[src/rtl/uncache_mmio_split.sv]
// Routes LSU accesses to the dcache (cached) or splits them into BUS_W arbiter beats (uncached MMIO).
// Latency: cached path is combinational; uncached path is NB*(bus latency+1)+1 cycles, or less when beats are skipped.
// Backpressure: the core holds core_we/core_re until in_core_finish; each beat waits for in_arb_finish or a timeout.
//
// Ports: clk/rst_n; core_* request in, in_core_* response out; arb_* beat request out, in_arb_* beat response in;
//        dcache_* request out, in_dcache_* response in; mmio_sign flags CLINT accesses; fence_in forwarded to dcache_fence.
module uncache_mmio_split #(
    parameter int DATA_W     = 64,
    parameter int BUS_W      = 32,
    parameter int REGION_NUM = 4,
    // region 0 (UART) in the least significant 64 bits: {CLINT, SPI, SPICTRL, UART}
    parameter logic [REGION_NUM*64-1:0] REGION_BASE = {64'h0000_0000_0200_0000, 64'h0000_0000_3000_0000,
                                                       64'h0000_0000_1000_1000, 64'h0000_0000_1000_0000},
    parameter logic [REGION_NUM*64-1:0] REGION_END  = {64'h0000_0000_0200_FFFF, 64'h0000_0000_3FFF_FFFF,
                                                       64'h0000_0000_1000_1FFF, 64'h0000_0000_1000_0FFF},
    parameter int CLINT_IDX  = 3,
    parameter int TIMEOUT    = 255
) (
    input  logic                clk,
    input  logic                rst_n,
    output logic [2:0]          mmio_sign,
    input  logic [63:0]         core_addr,
    input  logic [DATA_W-1:0]   core_data,
    input  logic [DATA_W/8-1:0] core_mask,
    input  logic                core_we,
    input  logic                core_re,
    input  logic                fence_in,
    output logic [DATA_W-1:0]   in_core_data,
    output logic                in_core_finish,
    output logic                in_core_err,
    output logic [63:0]         arb_addr,
    output logic [BUS_W-1:0]    arb_data,
    output logic [BUS_W/8-1:0]  arb_mask,
    output logic                arb_we,
    output logic                arb_re,
    input  logic [BUS_W-1:0]    in_arb_data,
    input  logic                in_arb_finish,
    output logic [63:0]         dcache_addr,
    output logic [DATA_W-1:0]   dcache_data,
    output logic [DATA_W/8-1:0] dcache_mask,
    output logic                dcache_fence,
    output logic                dcache_we,
    output logic                dcache_re,
    input  logic [DATA_W-1:0]   in_dcache_data,
    input  logic                in_dcache_finish
);

    localparam int NB  = DATA_W / BUS_W;
    localparam int MB  = BUS_W / 8;
    localparam int KW  = (NB > 1) ? $clog2(NB) : 1;
    localparam int OFS = $clog2(DATA_W / 8);
    localparam int BO  = $clog2(BUS_W / 8);
    localparam int CW  = (TIMEOUT > 0) ? $clog2(TIMEOUT + 1) : 1;
    localparam logic [CW-1:0] TO_V = CW'(TIMEOUT);

    typedef enum logic [1:0] {IDLE, ISSUE, WAIT, DONE} state_t;

    state_t                state_q, state_d;
    logic [63:OFS]         addr_q, addr_d;
    logic [DATA_W-1:0]     data_q, data_d;
    logic [DATA_W/8-1:0]   mask_q, mask_d;
    logic                  we_q, we_d;
    logic [KW-1:0]         k_q, k_d;
    logic [CW-1:0]         cnt_q, cnt_d;
    logic [DATA_W-1:0]     rbuf_q, rbuf_d;
    logic                  err_q, err_d;
    logic [63:0]           arb_addr_q, arb_addr_d;
    logic [BUS_W-1:0]      arb_data_q, arb_data_d;
    logic [MB-1:0]         arb_mask_q, arb_mask_d;
    logic                  arb_re_q, arb_re_d;
    logic                  arb_we_q, arb_we_d;

    logic [REGION_NUM-1:0] hit;
    logic                  req, uncached, cached_req;
    logic [KW-1:0]         first_k, nxt_k;
    logic                  any_beat, has_nxt;

    // Region classification, bounds inclusive
    always_comb begin
        hit = '0;
        for (int i = 0; i < REGION_NUM; i++) begin
            hit[i] = (core_addr >= REGION_BASE[i*64 +: 64]) && (core_addr <= REGION_END[i*64 +: 64]);
        end
    end

    assign req        = core_we | core_re;
    assign uncached   = |hit;
    assign cached_req = req & ~uncached;
    assign mmio_sign  = (req && hit[CLINT_IDX]) ? 3'b010 : 3'b100;

    // Lowest beat with a nonzero mask slice (new request), and the next one after k_q (in flight).
    // Descending loops: the last hit written is the lowest qualifying index.
    always_comb begin
        first_k  = '0;
        any_beat = 1'b0;
        nxt_k    = '0;
        has_nxt  = 1'b0;
        for (int j = NB - 1; j >= 0; j--) begin
            if (core_mask[j*MB +: MB] != '0) begin
                first_k  = KW'(j);
                any_beat = 1'b1;
            end
            if ((j > int'(k_q)) && (mask_q[j*MB +: MB] != '0)) begin
                nxt_k   = KW'(j);
                has_nxt = 1'b1;
            end
        end
    end

    // Next-state logic
    always_comb begin
        state_d    = state_q;
        addr_d     = addr_q;
        data_d     = data_q;
        mask_d     = mask_q;
        we_d       = we_q;
        k_d        = k_q;
        cnt_d      = cnt_q;
        rbuf_d     = rbuf_q;
        err_d      = err_q;
        arb_addr_d = arb_addr_q;
        arb_data_d = arb_data_q;
        arb_mask_d = arb_mask_q;
        arb_re_d   = arb_re_q;
        arb_we_d   = arb_we_q;
        case (state_q)
            IDLE: begin
                if (req && uncached) begin
                    addr_d  = core_addr[63:OFS];
                    data_d  = core_data;
                    mask_d  = core_mask;
                    we_d    = core_we;      // both enables high means write
                    rbuf_d  = '0;
                    err_d   = 1'b0;
                    k_d     = first_k;
                    state_d = any_beat ? ISSUE : DONE;
                end
            end
            ISSUE: begin
                // The bus request is low for this one cycle; it rises when WAIT is entered
                arb_addr_d = {addr_q, {OFS{1'b0}}} | (64'(k_q) << BO);
                arb_data_d = data_q[k_q*BUS_W +: BUS_W];
                arb_mask_d = mask_q[k_q*MB +: MB];
                arb_re_d   = ~we_q;
                arb_we_d   = we_q;
                cnt_d      = '0;
                state_d    = WAIT;
            end
            WAIT: begin
                // finish is checked first so it beats a same-cycle timeout
                if (in_arb_finish) begin
                    if (!we_q) begin
                        rbuf_d[k_q*BUS_W +: BUS_W] = in_arb_data;
                    end
                    arb_re_d = 1'b0;
                    arb_we_d = 1'b0;
                    if (has_nxt) begin
                        k_d     = nxt_k;
                        state_d = ISSUE;
                    end else begin
                        state_d = DONE;
                    end
                end else if ((TIMEOUT > 0) && (cnt_q == TO_V)) begin
                    arb_re_d = 1'b0;
                    arb_we_d = 1'b0;
                    rbuf_d   = '1;
                    err_d    = 1'b1;
                    state_d  = DONE;
                end else begin
                    cnt_d = cnt_q + 1'b1;
                end
            end
            DONE: begin
                state_d = IDLE;
            end
            default: state_d = IDLE;
        endcase
    end

    always_ff @(posedge clk or negedge rst_n) begin
        if (!rst_n) begin
            state_q    <= IDLE;
            addr_q     <= '0;
            data_q     <= '0;
            mask_q     <= '0;
            we_q       <= 1'b0;
            k_q        <= '0;
            cnt_q      <= '0;
            rbuf_q     <= '0;
            err_q      <= 1'b0;
            arb_addr_q <= '0;
            arb_data_q <= '0;
            arb_mask_q <= '0;
            arb_re_q   <= 1'b0;
            arb_we_q   <= 1'b0;
        end else begin
            state_q    <= state_d;
            addr_q     <= addr_d;
            data_q     <= data_d;
            mask_q     <= mask_d;
            we_q       <= we_d;
            k_q        <= k_d;
            cnt_q      <= cnt_d;
            rbuf_q     <= rbuf_d;
            err_q      <= err_d;
            arb_addr_q <= arb_addr_d;
            arb_data_q <= arb_data_d;
            arb_mask_q <= arb_mask_d;
            arb_re_q   <= arb_re_d;
            arb_we_q   <= arb_we_d;
        end
    end

    assign arb_addr     = arb_addr_q;
    assign arb_data     = arb_data_q;
    assign arb_mask     = arb_mask_q;
    assign arb_re       = arb_re_q;
    assign arb_we       = arb_we_q;
    assign dcache_fence = fence_in;

    // Response / dcache muxing by state
    always_comb begin
        dcache_addr    = '0;
        dcache_data    = '0;
        dcache_mask    = '0;
        dcache_we      = 1'b0;
        dcache_re      = 1'b0;
        in_core_data   = '0;
        in_core_finish = 1'b0;
        in_core_err    = 1'b0;
        case (state_q)
            IDLE: begin
                in_core_data = in_dcache_data;
                if (cached_req) begin
                    dcache_addr    = core_addr;
                    dcache_data    = core_data;
                    dcache_mask    = core_mask;
                    dcache_we      = core_we;
                    dcache_re      = core_re;
                    in_core_finish = in_dcache_finish;
                end
            end
            DONE: begin
                in_core_data   = we_q ? '0 : rbuf_q;
                in_core_finish = 1'b1;
                in_core_err    = err_q;
            end
            default: ;
        endcase
    end

endmodule

[config.mk]
export PLATFORM = sky130hd
export DESIGN_NAME = uncache_mmio_split
export DESIGN_NICKNAME = d
export VERILOG_FILES = /design/src/rtl/uncache_mmio_split.sv
export SDC_FILE = /design/constraint.sdc
export NUM_CORES = 1
export LEC_CHECK = 0
export ABC_AREA = 1
export BUFFER_PORTS_ARGS = -buffer_cell sky130_fd_sc_hd__buf_2
export CAP_MARGIN = 25
export CORE_AREA = 5 5 211 213
export CTS_CLUSTER_DIAMETER = 200
export CTS_CLUSTER_SIZE = 24
export DETAILED_ROUTE_END_ITERATION = 8
export DIE_AREA = 0 0 216 218
export GPL_ROUTABILITY_DRIVEN = 1
export GPL_TIMING_DRIVEN = 0
export PLACE_DENSITY_LB_ADDON = 0.3
export SYNTH_ARGS = -nofsm -noshare
export SYNTH_HDL_FRONTEND = slang
export SYNTH_SLANG_ARGS = --single-unit
[constraint.sdc]
create_clock -name clk -period 5.2 [get_ports clk]
set_input_delay 0.78 -clock clk [delete_from_list [all_inputs] [get_ports clk]]
set_output_delay 0.78 -clock clk [all_outputs]
set_load 0.05 [all_outputs]
; ---- Word-level counts from Yosys, hierarchy flattened
; Cells that the tools add are included.
; W data, S select, Z words.
[word_totals]
register_bits = 312
wordCells = 114
[op_classes]
mux = 47
order_cmp = 9
n_addsub = 2
shift = 4
n_bitwise = 5
reduce_logical = 21
eq_ne = 12
[ops]
columns = cell, count
row1 = $mux W64, 9
row2 = $pmux W64 S2, 2
row3 = $ge A64 B29 Y1 const B, 2
row4 = $le A64 B29 Y1 const B, 2
row5 = $bwmux W64, 1
row6 = $ge A64 B26 Y1 const B, 1
row7 = $ge A64 B30 Y1 const B, 1
row8 = $le A64 B26 Y1 const B, 1
row9 = $le A64 B30 Y1 const B, 1
row10 = $or A64 B3 Y64, 1
row11 = $shift A32 B34 Y64 const A, 1
row12 = $shiftx A32 B34 Y64, 1
row13 = $shiftx A64 B7 Y32, 1
row14 = $neg A6 Y34, 1
row15 = $mux W8, 4
row16 = $mux W1, 18
row17 = $pmux W8 S2, 1
row18 = $ne A2 B2 Y1 const B, 6
row19 = $reduce_and A4 Y1, 3
row20 = $reduce_bool A4 Y1, 3
row21 = $mux W2, 5
row22 = $pmux W1 S2, 5
row23 = $add A8 B1 Y8 const B, 1
row24 = $eq A8 B8 Y1 const B, 1
row25 = other kinds (16), 28

; ---- Longest topological paths before layout
[depth]
ltp_word = 7
mapped_depth = 14

; ---- Worst setup path before layout
; Ideal clock, no wire load.
[synth_timing]
kind = input port to output port
from = in core_addr[16]
to = out dcache_addr[23]
arrival_time_ns = 3.148
path_slack_ns = 1.272
n_path_buf = 2
cell_stages = 12
cell_sequence = inv_1 > nand3_1 > nor2_1 > nand3_1 > nand2_1 > nand3_1 > nand3_2 > nor3b_2 > nor2_4 > buf_2 > buf_4 > nor2_1
[synth_between]
elab_chain_len = 7
elab_cells_between_ends = 17
cone_classes = order compare: 8 / mux: 2 / bitwise: 2 / reduce/logical: 5
[synth_lines]
columns = item, line
row1 = start: declaration, 22  ; input logic [63:0] core_addr,
row2 = $ge A64 B29 Y1 (tied with other cells), 82  ; hit[i] = (core_addr >= REGION_BASE[i*64 +: 64]) && (core_addr <= REGION_END[i*64 +: 64]);
row3 = $logic_and A1 B1 Y1, 82
row4 = $reduce_or A4 Y1 *, 87  ; assign uncached = |hit;
row5 = $not A1 Y1 *, 88  ; assign cached_req = req & ~uncached;
row6 = $and A1 B1 Y1 *, 88
row7 = $mux W64 *, 234  ; if (cached_req) begin
row8 = $mux W64 *, 231  ; case (state_q)
row9 = end: declaration, 38  ; output logic [63:0] dcache_addr,
; Mark *: on every way between the ends. The rest lies on a longest branch, timed or not.

; ---- Worst setup path in the final report
[layout_timing]
from = in core_addr[49]
to = out dcache_addr[27]
; Same word-level chain as after synthesis.

==> results.md <==
* Post-layout min period at 4000 ps
* GPL Wtd Cong at 0.918
* Antenna diode instance count at 0
* Commonest non-fill, non-tap cell in the layout: nand2_1
* Yosys reg bits at 310
* Die area at 47100 sq um
* GRT Util Overall at 22.1%
* Clock share of power at 14.2%
* DR pass1 iterations at 5
* Relative slew slack at 39.7%
* IO Pins at 549
* R2R Setup Slk at 2790 ps
* Ranking of synthesized cells by area: dfrtp_1 (52%), nand2_1 (15%), inv_1 (5.8%)
* Post-detail-place hpwl at 42800 um
* Sw Share at 54.6%
* Antenna-violating nets left at 0
* Residual DRC at 0
* CTS tree: yes
* Synth warnings at 0
* Core area at 42500 sq um
* Vias/cell at 4.85
* Total Neg Setup Slack at 0 ps
* Number of synthesized flops with an enable pin at 0
* Share of the synthesized area in the top cell type at 51.9%
* Gr ovfl total at 0
* Clock Skew at 22.2 ps
* Root Buffer: clkbuf_16
* Slew Limit Fails at 0
* Critical Path Start Type: primary input
* Logic gate share of total power at 56.1%
* Number of global-route vias before repair at 14800
* Final setup viols at 0
* Async S/R FF share, synth at 100%
* First-pass GRT wire length at 83200 um
* Post-synth top flop: dfrtp_1
* Gate Count Post-Synth at 1974
* Row cnt at 76
* Hold Fails Final Rpt at 0
* Max Cap Viol at 0
* Resized cells post-CTS at 0
* Port bufs at 544
* Initial antenna violation count at 1
* Fmax at 250 MHz
* Die Y at 218 um
* Worst VDD drop at 327 uV
* Register share of total power at 29.7%
* Reg-to-Reg Start: state_q[1]
* Routed len/inst at 17.6 um
* Worst setup margin at 1200 ps
* Fin crit share at 77.0%
* Synthesized cell area at 15000 sq um
* Initial Util at 35.2%
* Fillers at 4416
* Commonest non-fill, non-tap cells in the layout: nand2_1 (578), buf_2 (569), dfrtp_1 (310)
* Final Net Count at 2785
* Post-CTS Setup Bufs at 0
* Min-Delay Path Class: primary input to asynchronous set/reset pin
* Final core utilization at 44.5%
* Dominant cell type by area after synthesis: dfrtp_1
* CTS Buffer Depth at 3
* Hold-fix buffers, CTS at 0
* Pwr/cell area at 512 nW/um^2
* Clock sink count at 310
* RSZ-0062 raised after global routing: false
* Sw Pwr at 0.00529 W
* Share of cells above drive strength 1 at 24.6%
* P_int at 0.00439 W
* Vias at 15000
* Num CTS Buffers at 16
* CTS H-tree depth at 1
* Setup Crit Path Kind: primary input to output pin
* Area grow syn2layout at 26.3%
* Slew @ Worst Pin at 905 ps
* Total wire length at 54400 um
* Outcome: finished clean
* Die X at 216 um
* Largest net degree at the start of global routing at 97
* Worst-path fanout max at 10
* Leak at 11.1 nW
* Critical path required time at 4420 ps
* Pre-CTS setup slack at 1160 ps
* CP arrival at 3220 ps
* Synth unique cells at 37
* Skew-Pair Late Insertion Delay at 530 ps
* Critical path endpoint category: output pin
* DR iter-0 viols at 1018
* Clock transition at the registers of the reported paths at 100 ps
* Mean post-synth cell area at 7.58 sq um
* Crit. Startpoint: core_addr[49]
* Post-synthesis sequential area ratio at 51.9%
path summary, 6_finish.rpt:
kind                            cells after the start              end
min in group clk                                    2     arb_addr[56]
worst max register to register                     11         cnt_q[7]
worst min register to register                      2     arb_addr[56]
max in group asynchronous                           3     arb_addr[27]
worst max-delay path                               14  dcache_addr[27]
worst min-delay path                                1        addr_q[4]
worst max-delay path, cell delays in order:
cell and delay [ps]:
buf_2 110, nor2_1 120, nand2_1 60, nor2_1 190, nand3_1 120, nor2_2 130, nand3_1 100, nand3_2 170
nor3_2 110, nor2_4 390, buf_2 420, buf_4 240, nor2_1 70, buf_2 210
synthesized netlist by cell type, drive strengths merged (2+ instances only):
cell and number:
ha 5, nand2 579, inv 232, nand3 76
nor3 3, nand4 70, o21ai 182, nor2 221
nor3b 2, a21oi 138, buf 58, o22ai 3
clkbuf 85, dfrtp 310
flip-flops by register name, indices dropped and copies added (netlist names), 2 cells and up:
| register | count |
|---|---|
| arb_mask | 4 |
| arb_addr | 62 |
| rbuf_q | 64 |
| addr_q | 61 |
| cnt_q | 8 |
| arb_data | 32 |
| state_q | 2 |
| data_q | 64 |
| mask_q | 8 |
power groups by stage:
stage / combinational [W] / clock, W / sequential [W]
3_5_place_dp: 0.00544 / 0 / 0.00292
5_1_grt: 0.00581 / 0.00151 / 0.00291
4_1_cts: 0.00545 / 0.00143 / 0.00287
3_3_place_gp: 0.00539 / 0 / 0.00291
2_1_floorplan: 0.00346 / 0 / 0.00332
6_report: 0.00543 / 0.00138 / 0.00288
cell type report:
class                           instances  area [sq um]  area share (%)
Sequential cell                       310          7760            41.1
Multi-Input combinational cell       1291          5670            30.0
Timing Repair Buffer                  547          2820            14.9
Inverter                              232           871            4.61
Tap cell                              546           683            3.62
Buffer                                143           671            3.55
Clock buffer                           17           414            2.19
Clock inverter                          1          16.3          0.0861
metrics by stage:
stage	instances	power [W]	hold slack (ps)	cell area, sq um
global placement	3066	0.00830	449	18400
CTS	3087	0.00975	138	18900
detailed placement	3069	0.00835	453	18500
floorplan	1976	0.00679	436	15000
global route	3087	0.0102	149	18900
finish	3087	0.00968	140	18900
kinds of logic after synthesis:
group                    synth area share (%)
AO/OA/AOI/OAI                            11.2
adder cells (fa/ha/maj)                 0.418
buffers and inverters                    10.3
flip-flops                               51.9
other                                  0.0251
AND/OR/NAND/NOR                          26.2
per-layer routing:
layer / routed length, um / share of wire, % / vias up / track usage (%)
met5: 0 / 0 / - / 0
met4: 1250 / 2.3 / 0 / 5.26
met3: 3380 / 6.2 / 69 / 3.85
met2: 26400 / 49 / 486 / 38.1
met1: 23300 / 43 / 7116 / 29.4
li1: - / - / 7309 / -
Note: power is estimated with default switching activity, not from simulation.
